File: config.mk
export PLATFORM = sky130hd
export DESIGN_NAME = mem_read_arbiter
export DESIGN_NICKNAME = d
export VERILOG_FILES = /design/src/rtl/mem_arb_pkg.sv /design/src/rtl/rd_tag_pipe.sv /design/src/rtl/mem_read_arbiter.sv
export SDC_FILE = /design/constraint.sdc
export NUM_CORES = 1
export LEC_CHECK = 0
export ABC_AREA = 1
export ABC_CLOCK_PERIOD_IN_PS = 1800
export CAP_MARGIN = 25
export CORE_MARGIN = 2
export CORE_UTILIZATION = 25
export CTS_CLUSTER_SIZE = 16
export DETAILED_ROUTE_END_ITERATION = 7
export HOLD_SLACK_MARGIN = 0.06
export PLACE_DENSITY_LB_ADDON = 0.25
export SLEW_MARGIN = 40
export SYNTH_ARGS = -nofsm -noshare
export SYNTH_HDL_FRONTEND = slang
export SYNTH_SLANG_ARGS = --single-unit
File: constraint.sdc
create_clock -name clk -period 1.8 [get_ports clk]
set_input_delay 0.27 -clock clk [delete_from_list [all_inputs] [get_ports clk]]
set_output_delay 0.27 -clock clk [all_outputs]
set_load 0.02 [all_outputs]
File: src/rtl/mem_arb_pkg.sv
// Shared types and constants for the frame-memory read arbiter.
package mem_arb_pkg;

    typedef enum logic [0:0] {
        REQ_TMPL = 1'b0,
        REQ_WIN  = 1'b1
    } req_id_t;

    typedef enum logic [1:0] {
        IDLE  = 2'd0,
        OWN_T = 2'd1,
        OWN_W = 2'd2
    } arb_state_t;

    typedef struct packed {
        logic    valid;
        req_id_t id;
    } rd_tag_t;

    localparam int DEFAULT_ROW_STRIDE = 20;

    function automatic req_id_t other_id(input req_id_t id);
        other_id = (id == REQ_TMPL) ? REQ_WIN : REQ_TMPL;
    endfunction

endpackage

File: src/rtl/rd_tag_pipe.sv
// Delay line of {valid, requester id} tags that travels alongside each memory read
// so the returned word can be routed back to the requester that issued it.
module rd_tag_pipe
    import mem_arb_pkg::*;
#(
    parameter int RD_LAT = 2
) (
    input  logic clk,
    input  logic rst_n,
    input  logic push_valid,
    input  logic push_id,
    output logic pop_valid,
    output logic pop_id
);

    rd_tag_t [RD_LAT:0] pipe_r;

    // Shift tags one stage per cycle; reset drops every in-flight read.
    always_ff @(posedge clk or negedge rst_n) begin
        if (!rst_n) begin
            pipe_r <= '0;
        end else begin
            pipe_r[0] <= '{valid: push_valid, id: req_id_t'(push_id)};
            for (int i = 1; i <= RD_LAT; i++) begin
                pipe_r[i] <= pipe_r[i-1];
            end
        end
    end

    assign pop_valid = pipe_r[RD_LAT].valid;
    assign pop_id    = pipe_r[RD_LAT].id;

endmodule

File: src/rtl/mem_read_arbiter.sv
// Two-requester read scheduler for the frame memory with locked bursts and tagged return.
// Build option MEM_READ_ARBITER_TMPL_PRIO_EN: template requester always wins ties in IDLE.
module mem_read_arbiter
    import mem_arb_pkg::*;
#(
    parameter int ADDR_W     = 16,
    parameter int DATA_W     = 32,
    parameter int RD_LAT     = 2,
    parameter int ROW_STRIDE = DEFAULT_ROW_STRIDE
) (
    input  logic              clk,
    input  logic              rst_n,
    input  logic              t_req,
    input  logic              w_req,
    input  logic              t_lock,
    input  logic              w_lock,
    input  logic [6:0]        t_row,
    input  logic [6:0]        w_row,
    input  logic [6:0]        t_col,
    input  logic [6:0]        w_col,
    input  logic [ADDR_W-1:0] tmpl_base,
    input  logic [ADDR_W-1:0] win_base,
    output logic              t_gnt,
    output logic              w_gnt,
    output logic              t_valid,
    output logic              w_valid,
    output logic [DATA_W-1:0] t_data,
    output logic [DATA_W-1:0] w_data,
    output logic              mem_rd,
    output logic [ADDR_W-1:0] mem_addr,
    input  logic [DATA_W-1:0] mem_rdata
);

    arb_state_t        state_r;
    arb_state_t        state_nxt_s;
    req_id_t           last_r;
    req_id_t           tie_win_s;
    logic [ADDR_W-1:0] t_addr_s;
    logic [ADDR_W-1:0] w_addr_s;
    logic              pop_valid_s;
    logic              pop_id_s;

    // Linear address, deliberately wrapping modulo 2^ADDR_W.
    assign t_addr_s = tmpl_base + (ADDR_W'(t_row) * ADDR_W'(ROW_STRIDE)) + ADDR_W'(t_col);
    assign w_addr_s = win_base  + (ADDR_W'(w_row) * ADDR_W'(ROW_STRIDE)) + ADDR_W'(w_col);

`ifdef MEM_READ_ARBITER_TMPL_PRIO_EN
    assign tie_win_s = REQ_TMPL;
`else
    assign tie_win_s = other_id(last_r);
`endif

    // State register.
    always_ff @(posedge clk or negedge rst_n) begin
        if (!rst_n) begin
            state_r <= IDLE;
        end else begin
            state_r <= state_nxt_s;
        end
    end

    // Next-state: lock sampled at the grant decides ownership for the next cycle.
    always_comb begin
        state_nxt_s = state_r;
        case (state_r)
            IDLE: begin
                if (t_gnt && t_lock) begin
                    state_nxt_s = OWN_T;
                end else if (w_gnt && w_lock) begin
                    state_nxt_s = OWN_W;
                end else begin
                    state_nxt_s = IDLE;
                end
            end
            OWN_T: begin
                if (!t_req || !t_lock) begin
                    state_nxt_s = IDLE;
                end else begin
                    state_nxt_s = OWN_T;
                end
            end
            OWN_W: begin
                if (!w_req || !w_lock) begin
                    state_nxt_s = IDLE;
                end else begin
                    state_nxt_s = OWN_W;
                end
            end
            default: state_nxt_s = IDLE;
        endcase
    end

    // Grant outputs: combinational from requests and state, at most one per cycle.
    always_comb begin
        t_gnt = 1'b0;
        w_gnt = 1'b0;
        case (state_r)
            IDLE: begin
                if (t_req && w_req) begin
                    if (tie_win_s == REQ_TMPL) begin
                        t_gnt = 1'b1;
                    end else begin
                        w_gnt = 1'b1;
                    end
                end else begin
                    t_gnt = t_req;
                    w_gnt = w_req;
                end
            end
            OWN_T:   t_gnt = t_req;
            OWN_W:   w_gnt = w_req;
            default: begin
                t_gnt = 1'b0;
                w_gnt = 1'b0;
            end
        endcase
    end

    // Round-robin pointer tracks the most recent grant.
    always_ff @(posedge clk or negedge rst_n) begin
        if (!rst_n) begin
            last_r <= REQ_WIN;
        end else if (t_gnt) begin
            last_r <= REQ_TMPL;
        end else if (w_gnt) begin
            last_r <= REQ_WIN;
        end else begin
            last_r <= last_r;
        end
    end

    // Issue the granted read one cycle after the grant.
    always_ff @(posedge clk or negedge rst_n) begin
        if (!rst_n) begin
            mem_rd   <= 1'b0;
            mem_addr <= '0;
        end else if (t_gnt) begin
            mem_rd   <= 1'b1;
            mem_addr <= t_addr_s;
        end else if (w_gnt) begin
            mem_rd   <= 1'b1;
            mem_addr <= w_addr_s;
        end else begin
            mem_rd   <= 1'b0;
            mem_addr <= mem_addr;
        end
    end

    rd_tag_pipe #(
        .RD_LAT(RD_LAT)
    ) u_tag_pipe (
        .clk       (clk),
        .rst_n     (rst_n),
        .push_valid(t_gnt | w_gnt),
        .push_id   (w_gnt),
        .pop_valid (pop_valid_s),
        .pop_id    (pop_id_s)
    );

    // Route the captured word to its owner; the other data output holds.
    always_ff @(posedge clk or negedge rst_n) begin
        if (!rst_n) begin
            t_valid <= 1'b0;
            w_valid <= 1'b0;
            t_data  <= '0;
            w_data  <= '0;
        end else begin
            t_valid <= pop_valid_s && (pop_id_s == REQ_TMPL);
            w_valid <= pop_valid_s && (pop_id_s == REQ_WIN);
            if (pop_valid_s && (pop_id_s == REQ_TMPL)) begin
                t_data <= mem_rdata;
            end else begin
                t_data <= t_data;
            end
            if (pop_valid_s && (pop_id_s == REQ_WIN)) begin
                w_data <= mem_rdata;
            end else begin
                w_data <= w_data;
            end
        end
    end

endmodule

Yosys cells after proc, flatten, opt, wreduce, memory -nomap -nowiden. Index checks and enable logic that the tools add are counted.

Input bits: 98. Bits in latches: 0. Bits in read-only memories: 0. Output and inout bits: 85. Word-level logic and storage cells: 54. Flip-flop bits (word level): 92. Memories: 0. RAM bits: 0.

$mul: 2. Muxes and demuxes: 17. Shift operators: 0. Equality and inequality tests: 2. Div/mod/pow operators: 0. Bitwise logic cells: 2. Magnitude comparators: 0. Add/sub/neg operators: 4. Reduce and logical (&&, ||, !) cells: 13.

Operator list (number): adder 16 x 12 -> 16 bit (2); adder 16 x 7 -> 16 bit (2); two-way mux 16 bit (2); multiplier 7 x 3 -> 10 bit (second input constant) (2); two-way mux 1 bit (9); two-way mux 2 bit (3); one-hot mux 2 bit (3 select lines) (1); logical AND 1 bit (5); zero test 1 bit (4); one-hot mux 1 bit (2 select lines) (2); equality test 2 x 1 -> 1 bit (second input constant) (1); equality test 2 bit (second input constant) (1); zero test 2 bit (1); logical OR 1 bit (2); nonzero test 2 bit (1); NOT 1 bit (1); OR 1 bit (1).

Depth between registers and ports, before layout. Gate-level depths: netlist (run 1).

Depth after elaboration: 7. Gate-level depth with buffers: 20. Depth with buffers taken out: 20.

By module. Synthesis (run 1) repeated with hierarchy kept, for this count alone.

Cells, all modules: 782. Area, all modules: 6049.6 um^2.

Modules (own cells, without submodules): mem_read_arbiter (instances 1, area an instance 5899.4 um^2, cells an instance 776); rd_tag_pipe (instances 1, area an instance 150.1 um^2, cells an instance 6).

Worst setup path before layout (run 1). No wires, ideal clock.

Path type: input port to flip-flop. Start: input t_row[1]. End: register mem_addr[14]. Buffers on the path: 0. Library setup time: 0.116 ns. Stages on the path: 19. Arrival time: 2.840 ns. Slack: -1.156 ns. Cells stage by stage: ha_1 -> ha_1 -> inv_1 -> fa_1 -> o21ai_0 -> xnor2_1 -> inv_1 -> ha_1 -> ha_1 -> nand2_1 -> inv_1 -> nand2_1 -> nand2_1 -> a21oi_1 -> nand3_1 -> nand3_2 -> nand2_1 -> nand2_1 -> nand2_1.

Word-level cells in the longest chain between the ends: 4.

Ends and longest elaborated chain: start, declared (line mem_read_arbiter.sv:17) `input logic [6:0] t_row,`; multiplier 7 x 3 -> 10 bit (line mem_read_arbiter.sv:44) `assign t_addr_s = tmpl_base + (ADDR_W'(t_row) * ADDR_W'(ROW_STRIDE)) + ADDR_W'(t_col);`; adder 16 x 12 -> 16 bit (line mem_read_arbiter.sv:44); adder 16 x 7 -> 16 bit (line mem_read_arbiter.sv:44); two-way mux 16 bit (line mem_read_arbiter.sv:137) `end else if (t_gnt) begin`; end signal, assigned (line mem_read_arbiter.sv:139) `mem_addr <= t_addr_s;`; end signal, assigned (line mem_read_arbiter.sv:142) `mem_addr <= w_addr_s;`; end signal, assigned (line mem_read_arbiter.sv:145) `mem_addr <= mem_addr;`; end, declared (line mem_read_arbiter.sv:30) `output logic [ADDR_W-1:0] mem_addr,`.

No other way between the ends. A chain may end at the register's enable or synchronous reset.

Worst setup path after layout (run 1).
Start: input t_row[6]. End: register mem_addr[13].

Same word-level chain as after synthesis.

==> results of run 1 <==
-- worst max-delay path: stages --
cell and delay, ns:
clkdlybuf4s15_1 0.23, ha_4 0.31, ha_4 0.21, a21o_1 0.19, a21oi_2 0.13, xor2_1 0.19
ha_1 0.29, ha_4 0.33, nand2_4 0.06, buf_4 0.13, nor2_2 0.11, nand2_1 0.09
nand3_1 0.09, nand2_1 0.08, nand3_2 0.08, nand2_1 0.05, nand2_1 0.05, nand2_1 0.04
-- power breakdown --
group          internal (W)  total [W]  switching (W)
Sequential          0.00250    0.00275       0.000252
Combinational       0.00268    0.00557        0.00289
Clock               0.00109    0.00196       0.000871
-- through the flow --
step | instances | area [um2] | setup TNS (ns)
floorplan | 777 | 6255 | -8.938
CTS | 1346 | 9666 | -8.141
detailed placement | 1320 | 8856 | -20.42
finish | 1353 | 10000 | -8.173
global route | 1353 | 10000 | -9.597
global placement | 1320 | 8853 | -20.29
-- kinds of logic after synthesis --
| kind of cell | after synthesis | share of synthesized area [%] |
|---|---|---|
| XOR/XNOR | 14 | 2.059 |
| buffers and inverters | 157 | 10.38 |
| AND/OR/NAND/NOR | 329 | 22.46 |
| AO/OA/AOI/OAI | 114 | 9.958 |
| adder cells (fa/ha/maj) | 72 | 16.89 |
| flip-flops | 91 | 38.26 |
-- flip-flops by register name, indices dropped and copies added (netlist names) --
| signal | cells |
|---|---|
| state_r | 2 |
| u_tag_pipe.pop_valid | 1 |
| last_r | 1 |
| mem_addr | 16 |
| mem_rd | 1 |
| w_data | 32 |
| u_tag_pipe.pop_id | 1 |
| t_valid | 1 |
| w_valid | 1 |
| u_tag_pipe.pipe_r | 3 |
| t_data | 32 |
-- area by class of cell --
type                       instances  area, um2
timing repair buffer             258       2475
clock inverter                     6      72.57
tap                              319      399.1
fill                            2375      13400
sequential                        91       2278
clock buffer                      10      229.0
inverter                         140      533.0
multi-input combinational        529       4013
-- final timing paths --
path / to / depth (start not counted) / slack (ns) / from
worst max-delay path: mem_addr[13] / 18 / -0.86 / t_row[6]
worst min-delay path: t_data[11] / 2 / 0.34 / rst_n
worst max register to register: mem_addr[9] / 9 / 0.25 / state_r[0]
worst min register to register: u_tag_pipe.pipe_r[2] / 0 / 0.35 / u_tag_pipe.pipe_r[0]
max in group asynchronous: t_data[29] / 3 / 0.80 / rst_n
min in group clk: u_tag_pipe.pipe_r[2] / 0 / 0.35 / u_tag_pipe.pipe_r[0]
-- Yosys cell counts (6+ instances only) --
cell | n | area [um2]
nand2_1 | 242 | 908.4
o21ai_0 | 72 | 360.4
nand4_1 | 6 | 37.54
fa_1 | 14 | 280.3
a21oi_1 | 31 | 155.2
xnor2_1 | 6 | 52.55
xor2_1 | 8 | 70.07
inv_1 | 138 | 518.0
dfrtp_1 | 90 | 2252
clkbuf_1 | 13 | 48.80
nand3_1 | 31 | 155.2
nor2_1 | 36 | 135.1
ha_1 | 58 | 725.7
-- metal layers --
metal  share of wire [%]  wire length, um
met1                  44             7840
met2                  49             8730
met3                 6.2             1111
met4                 1.0              182
met5                   0                0
-- repair_timing --
item                       in CTS  in global routing
hold buffers                    1                  0
setup buffers                   9                  7
setup endpoints to repair      16                 15
hold endpoints to repair       17                  0
resized for setup             187                 95
pin swaps                      89                 86
==> impl_metrics.csv, run 1 <==
group,metric,value,unit
grt,grt-ovfl-total,0,
grt,grt_pass1_vias,5738,
grt,grt.met1_usage,17.78,%
synthesis,async_flop_share,100.0,%
routing,drt_first_pass_iters,4,
grt,track_usage,14.39,%
die,start_util,25.45,%
status,violations,"negative setup slack",
cells_and_area,final_cell_mix,"nand2_1 (201), clkdlybuf4s50_1 (147), inv_1 (114)",
cts,htreeDepth,3,
grt,met2_usage,25.42,%
setup_path,crit_path_max_fanout,4,
synthesis,syn_avg_cell_area,7.665,um2
die,io_pins,183,
die,dieWidth,158.3,um
place,preCtsSetupSlack,-1.791,ns
synthesis,synthCells,777,
cells_and_area,final_common_cell,"nand2_1",
die,dieArea,25070,um2
synthesis,ys_ff_latch,91,
sta,hold_viol,0,
sta,rsz0062_at_grt,"true",
grt,antenna_found_initial,0,
cts,cts_num_sinks,91,
routing,drt_iter0_markers,228,
synthesis,syn-num-nets,947,
power_and_ir_drop,vdd_drop_max,0.0005356,V
cts,clock-root-buffer,"clkbuf_16",
power_and_ir_drop,p_total,0.01028,W
sta,final.setup_skew,0.007915,ns
sta,tightest_slew,0.5454,ns
cts,cts_tree,"yes",
grt,grt_first_pass_wirelength,28370,um
synthesis,syn_area,5956,um2
cts,cts_made_buffers,9,
sta,holdWs,0.3377,ns
die,die_h,158.3,um
sta,slew_headroom,63.64,%
routing,ant_nets,0,
sta,finalSetupViolCount,11,
cts,worstSkewPairLatency,0.34,ns
setup_path,critPathKind,"primary input to flip-flop",
grt,grt-busiest-layer,"met2",
die,rows,56,
sta,setup_ws,-0.8580,ns
routing,vias_per_cell,4.171,
routing,dr_total_vias,5643,
synthesis,synth-edff-count,0,
setup_path,worstPathRequired,2.05,ns
cells_and_area,antenna_cells,0,
sta,fmax,0.3762,GHz
synthesis,synth_warnings,0,
cts,clock_path_buffers,2,
routing,drcViolationCount,0,
setup_path,setup.worst_path.end_class,"flip-flop",
grt,grt_max_degree,66,
cells_and_area,area_growth,67.90,%
grt,met3_usage,3.348,%
sta,period_needed,2.658,ns
power_and_ir_drop,leakagePower,4.805,nW
place,gp_congestion,0.8377,
cells_and_area,drive_gt1_share,27.66,%
cts,clk_pin_slew,0.07,ns
setup_path,start_kind,"primary input",
routing,routed_wl,17860,um
routing,routedWlPerCell,13.20,um
synthesis,synth_cell_types,31,
status,status,"finished, violations left",
cells_and_area,finalNetCount,1199,
place,dp_hpwl,13710,um
min_path,hold_class,"primary input to async pin",
power_and_ir_drop,pwr_density_cell,1028,nW/um2
setup_path,worstPathArrival,2.90,ns
flow_run,drv_cap,0,
synthesis,yosys_most_used_dff,"dfrtp_1",
sta,maxSlewViolCount,0,
cells_and_area,final_util,42.73,%
die,coreArea,23400,um2
synthesis,synth.yosys.seq_area_share,38.26,%
sta,min_period_over_period,147.7,%
place,port-buffer-count,182,
Note: power is estimated with default switching activity, not from simulation.
==> run 2, diff against run 1 <==
--- a/config.mk
+++ b/config.mk
@@ -6,14 +6,13 @@
 export NUM_CORES = 1
 export LEC_CHECK = 0
 export ABC_AREA = 1
-export ABC_CLOCK_PERIOD_IN_PS = 1800
 export CAP_MARGIN = 25
 export CORE_MARGIN = 2
 export CORE_UTILIZATION = 25
 export CTS_CLUSTER_SIZE = 16
 export DETAILED_ROUTE_END_ITERATION = 7
-export HOLD_SLACK_MARGIN = 0.06
 export PLACE_DENSITY_LB_ADDON = 0.25
+export SETUP_SLACK_MARGIN = 0.02
 export SLEW_MARGIN = 40
 export SYNTH_ARGS = -nofsm -noshare
 export SYNTH_HDL_FRONTEND = slang
==> run 2 against run 1 <==
Net effect:
- the flow still finishes with violations (negative setup slack)
- utilization shrank 0.20 points
- combinational power shrank 2%
- clock skew is essentially flat
- register-to-register slack lost 0.02 ns
- fmax grew 0.83%
- clock-buffer cell count is the same
- via count shrank 0.14%
- final area shrank 0.48%
- worst setup slack gained 0.022 ns
- power shrank 2.8%
==> impl_metrics.csv, run 2 (synthesized netlist as in run 1, its figures left out) <==
group,metric,value,unit
status,status,"finished, violations left",
status,violations,"negative setup slack",
setup_path,startpoint,"w_row[3]",
die,io_pins,183,
sta,final.setup_skew,0.007768,ns
place,gp_congestion,0.8442,
setup_path,path_delay_family,"adder cells",
setup_path,r2r_setup_slack,0.23,ns
routing,drcViolationCount,0,
power_and_ir_drop,vdd_drop_max,0.0006865,V
place,dp.cells,1320,
die,rows,56,
setup_path,critPathKind,"primary input to flip-flop",
min_path,holdPathEnd,"u_tag_pipe.pipe_r[2]",
grt,grt-ovfl-total,0,
cells_and_area,final_cell_mix,"nand2_1 (200), clkdlybuf4s50_1 (147), inv_1 (114)",
cells_and_area,antenna_cells,0,
cells_and_area,stdcell_count,1345,
grt,met3_usage,3.348,%
cts,clk_pin_slew,0.07,ns
sta,tightest_slew,0.5610,ns
cells_and_area,area_growth,67.10,%
setup_path,cp.buffers_inverters,6,
setup_path,crit_path_max_fanout,4,
power_and_ir_drop,pwr_density_cell,1004,nW/um2
power_and_ir_drop,clkPwrFrac,17.4,%
cells_and_area,finalNetCount,1192,
power_and_ir_drop,combPwrFrac,54.9,%
place,dp_hpwl,13820,um
cts,cts_made_buffers,9,
grt,antenna_found_initial,1,
sta,rsz0062_at_grt,"true",
cts,worstSkewPairLatency,0.34,ns
sta,slew_headroom,62.60,%
routing,dr_total_vias,5635,
cells_and_area,reg_top3,"t_data: 32 flops, w_data: 32 flops, mem_addr: 16 flops",
die,dieArea,25070,um2
sta,holdWs,0.3397,ns
sta,min_period_over_period,146.5,%
sta,maxSlewViolCount,0,
sta,hold_viol,0,
power_and_ir_drop,leakagePower,4.782,nW
setup_path,path_common_cell,"nand2_1",
grt,grt_max_degree,65,
cts,cts_num_sinks,91,
routing,vias_per_cell,4.190,
grt,grt_pass1_vias,5594,
grt,met2_usage,24.53,%
die,dieWidth,158.3,um
cells_and_area,fill_cells,2352,
routing,drt_iter0_markers,237,
cts,cts_tree,"yes",
power_and_ir_drop,p_int,0.006057,W
grt,track_usage,14.02,%
power_and_ir_drop,netSwitchingFraction,39.37,%
sta,finalSetupViolCount,13,
setup_path,rr_worst_depth,9,
setup_path,crit_path_cell_trace,"buf_8 -> ha_4 -> ha_4 -> inv_2 -> fa_2 -> inv_2 -> fa_2 -> ha_4 -> nand2_4 -> inv_2 -> nand2_2 -> buf_6 -> inv_2 -> nand2_2 -> nand2_1 -> nand2_1 -> nand3_1 -> nand2_1 -> nand2_1 -> nand2_1",
sta,setup_ws,-0.8361,ns
sta,period_needed,2.636,ns
setup_path,r2r_end,"mem_addr[7]",
routing,routed_wl,17690,um
place,preCtsSetupSlack,-1.789,ns
place,port-buffer-count,182,
power_and_ir_drop,power_frac_seq,27.7,%
die,coreArea,23400,um2
routing,drt_first_pass_iters,6,
setup_path,setup.worst_path.end_class,"flip-flop",
min_path,hp-start,"u_tag_pipe.pipe_r[0]",
setup_path,worstPathRequired,2.03,ns
setup_path,rr_startpoint,"state_r[0]",
cells_and_area,final_util,42.53,%
setup_path,worstPathArrival,2.87,ns
min_path,hold_class,"flip-flop to flip-flop",
cells_and_area,design_area,9952,um2
setup_path,cpMaxStageDelayCell,"fa_2",
die,die_h,158.3,um
grt,grt.met1_usage,17.69,%
setup_path,start_kind,"primary input",
cts,htreeDepth,3,
setup_path,cpPeakStageDelay,0.52,ns
routing,ant_nets,0,
cts,clock_path_buffers,2,
grt,grt-busiest-layer,"met2",
sta,fmax,0.3793,GHz
routing,routedWlPerCell,13.15,um
cts,clock-root-buffer,"clkbuf_16",
cells_and_area,drive_gt1_share,27.19,%
cells_and_area,final_common_cell,"nand2_1",
die,start_util,25.45,%
min_path,hold_depth,0,
place,placed_area,8872,um2
power_and_ir_drop,power.switching,0.003933,W
grt,grt_first_pass_wirelength,27700,um
flow_run,drv_cap,0,
-- run 2: cell count changes in the layout (fill, tap and decap cells not counted), moves of 3 or more --
| cell | change |
|---|---|
| dlygate4sd2_1 | -3 |
| ha_4 | +4 |
| dlymetal6s2s_1 | +4 |
| o21ai_2 | +4 |
| o21ai_1 | -3 |
| buf_4 | -6 |
-- run 2: worst max path at each step --
| stage | endpoint | slack, ns | depth (start not counted) |
|---|---|---|---|
| 4_1_cts | mem_addr[15] | -0.81 | 21 |
| 2_1_floorplan | mem_addr[14] | -0.95 | 20 |
| 3_3_place_gp | mem_addr[14] | -1.81 | 18 |
| 6_report | mem_addr[10] | -0.84 | 20 |
| 3_5_place_dp | mem_addr[14] | -1.79 | 18 |
| 5_1_grt | mem_addr[15] | -1.0 | 21 |
-- run 2: metrics by stage --
step	setup TNS [ns]	total power (W)
floorplan	-8.938	0.005392
global placement	-20.51	0.007525
detailed placement	-20.53	0.007551
CTS	-8.030	0.009770
global route	-9.238	0.01075
finish	-7.836	0.009990
-- run 2: layer usage --
metal | part of all wire [%] | vias to the layer above
met5 | 0.073 | -
met4 | 0.97 | 2
met3 | 5.7 | 16
met2 | 48 | 136
met1 | 45 | 2570
li1 | - | 2911
-- run 2: area by class of cell --
class | count | area (um2) | area share (%)
multi-input combinational | 529 | 4023 | 40.42
timing repair buffer | 251 | 2449 | 24.60
sequential | 91 | 2278 | 22.89
inverter | 140 | 535.5 | 5.381
tap | 319 | 399.1 | 4.011
clock buffer | 10 | 229.0 | 2.301
clock inverter | 5 | 38.79 | 0.3897
-- run 2: what timing repair did --
action	in CTS	in global routing
endpoints found under the setup margin	16	14
resized for setup	184	96
endpoints found under the hold margin	30	0
hold buffers	1	0
pin swaps	94	70
setup buffers	8	1
-- run 2: worst register-to-register path: cells and delay by family, from the launching register on --
family          cells  cell delay, ns
buf+inv             2            0.29
simple gates        4            0.43
compound gates      3            0.44
flops               1            0.36
-- run 2: power by group through the flow --
stage | clock network (W) | logic, W | registers (W)
floorplan | 0 | 0.00209 | 0.00330
detailed placement | 0 | 0.00476 | 0.00280
global route | 0.00190 | 0.00602 | 0.00282
global placement | 0 | 0.00473 | 0.00279
CTS | 0.00181 | 0.00519 | 0.00277
finish | 0.00174 | 0.00548 | 0.00277
==> run 3, diff against run 2 <==
--- a/config.mk
+++ b/config.mk
@@ -8,7 +8,8 @@
 export ABC_AREA = 1
 export CAP_MARGIN = 25
 export CORE_MARGIN = 2
-export CORE_UTILIZATION = 25
+export CORE_UTILIZATION = 48
+export CTS_BUF_LIST = sky130_fd_sc_hd__clkbuf_16
 export CTS_CLUSTER_SIZE = 16
 export DETAILED_ROUTE_END_ITERATION = 7
 export PLACE_DENSITY_LB_ADDON = 0.25
==> run 3 against run 2 <==
Net effect:
- the flow still finishes with violations (negative setup slack)
- utilization up 38 points
- clock skew about the same
- global-route usage up 12 points
- sequential share of layout area up 0.61 points
- largest power group unchanged
- power up 1.6%
==> impl_metrics.csv, run 3 (synthesized netlist as in run 1, its figures left out) <==
group,metric,value,unit
status,status,"finished, violations left",
status,violations,"negative setup slack",
die,die_h,115.4,um
setup_path,worstPathArrival,2.98,ns
routing,drt_first_pass_iters,5,
grt,grt_pass1_vias,6062,
cells_and_area,final_common_cell,"nand2_1",
cells_and_area,finalNetCount,1195,
setup_path,path_common_cell,"nand2_1",
routing,dr_total_vias,5906,
power_and_ir_drop,leakagePower,4.758,nW
routing,routedWlPerCell,14.61,um
cells_and_area,antenna_cells,0,
setup_path,r2r_setup_slack,0.26,ns
cells_and_area,final_util,80.37,%
sta,setup_ws,-0.9146,ns
setup_path,cp.buffers_inverters,3,
cts,clk_pin_slew,0.06,ns
sta,finalSetupViolCount,12,
die,dieWidth,115.4,um
setup_path,critPathKind,"primary input to flip-flop",
cts,cts_num_sinks,91,
die,rows,40,
sta,hold_viol,0,
grt,grt-busiest-layer,"met2",
grt,grt_max_degree,66,
grt,grt.met1_usage,32.18,%
power_and_ir_drop,vdd_drop_max,0.0009486,V
cells_and_area,area_growth,62.77,%
cells_and_area,final_cell_mix,"nand2_1 (196), clkdlybuf4s50_1 (149), inv_1 (117)",
cts,worstSkewPairLatency,0.33,ns
sta,tightest_slew,0.5301,ns
grt,met3_usage,4.270,%
sta,final.setup_skew,0.007926,ns
sta,maxSlewViolCount,0,
cts,clock_path_buffers,2,
place,dp_hpwl,12320,um
setup_path,setup.worst_path.end_class,"flip-flop",
power_and_ir_drop,pwr_density_cell,1047,nW/um2
grt,grt-ovfl-total,0,
sta,period_needed,2.715,ns
die,dieArea,13310,um2
setup_path,startpoint,"t_row[3]",
die,start_util,49.38,%
setup_path,start_kind,"primary input",
cts,clock-root-buffer,"clkbuf_16",
setup_path,cpMaxStageDelayCell,"fa_2",
setup_path,worstPathRequired,2.07,ns
setup_path,cpPeakStageDelay,0.56,ns
sta,holdWs,0.3480,ns
sta,fin_setup_tns,-8.534,ns
die,io_pins,183,
sta,slew_headroom,64.66,%
sta,fmax,0.3684,GHz
grt,track_usage,26.42,%
routing,drt_iter0_markers,309,
cts,cts_made_buffers,9,
min_path,hp-start,"u_tag_pipe.pipe_r[2]",
grt,antenna_found_initial,0,
grt,met2_usage,48.27,%
cts,htreeDepth,3,
setup_path,path_delay_family,"adder cells",
cells_and_area,drive_gt1_share,26.70,%
cts,cts_tree,"yes",
place,preCtsSetupSlack,-1.728,ns
routing,drcViolationCount,0,
setup_path,crit_path_cell_trace,"buf_8 -> ha_4 -> ha_4 -> inv_2 -> fa_2 -> inv_2 -> fa_2 -> ha_4 -> nand2_2 -> nand2_2 -> nand2_2 -> nand2_1 -> nand2_1 -> nand3_1 -> nand2_1 -> nand3_2 -> nand2_1 -> nand2_1 -> nand2_1",
sta,rsz0062_at_grt,"true",
place,port-buffer-count,182,
min_path,hold_class,"flip-flop to flip-flop",
flow_run,drv_cap,0,
setup_path,crit_path_max_fanout,4,
sta,min_period_over_period,150.8,%
setup_path,rr_startpoint,"state_r[0]",
routing,vias_per_cell,4.930,
cells_and_area,reg_top3,"t_data: 32 flops, w_data: 32 flops, mem_addr: 16 flops",
place,gp_congestion,0.9316,
die,coreArea,12060,um2
grt,grt_first_pass_wirelength,27930,um
routing,routed_wl,17500,um
routing,ant_nets,0,
## run 3: cell types whose count changed in the layout (fill, tap and decap cells not counted), moves of 4 or more
cell	previous run	this run
nand2_2	30	37
buf_4	54	60
dlygate4sd2_1	8	14
ha_4	41	35
dlymetal6s2s_1	7	2
ha_1	15	20
nand2_1	200	196
## run 3: timing repair
item,CTS,global route
hold endpoints to repair,34,0
resized for setup,195,58
hold buffers,1,0
gates cloned,0,0
buffers inserted,9,2
pin swaps,114,73
endpoints found under the setup margin,16,15
## run 3: path summary, 6_finish.rpt
check,end,cells after the start
worst min register to register,u_tag_pipe.pop_id,0
max in group asynchronous,mem_addr[10],3
worst min-delay path,u_tag_pipe.pop_id,0
min in group asynchronous,t_data[17],2
worst max-delay path,mem_addr[13],19
worst max register to register,mem_addr[7],9
## run 3: metal layers
metal / vias to the layer above / share of wire, % / routed length, um
met5: - / 0 / 0
met4: 0 / 2.0 / 345
met3: 28 / 4.9 / 855
met2: 169 / 52 / 9093
met1: 2782 / 41 / 7206
li1: 2927 / - / -
## run 3: stage by stage
step                      cells  area (um2)  total power, W
after floorplan             777        6259        0.005392
after global placement     1170        8676        0.007370
after detailed placement   1170        8678        0.007463
after CTS                  1196        9517        0.009870
after global routing       1198        9694         0.01081
final                      1198        9694         0.01015
## run 3: power by group
part	internal (W)	switching, W
clock	0.00108	0.000786
combinational	0.00261	0.00290
sequential	0.00250	0.000281
total	0.00619	0.00397
## run 3: layout make-up
type                    count  area (um2)
well taps                 168       210.2
repair buffers            254        2420
inverters                 140       535.5
clock inverters             7       75.07
multi-input cells         529        3950
flip-flops and latches     91        2278
clock buffers               9       225.2
fillers                   794        2367
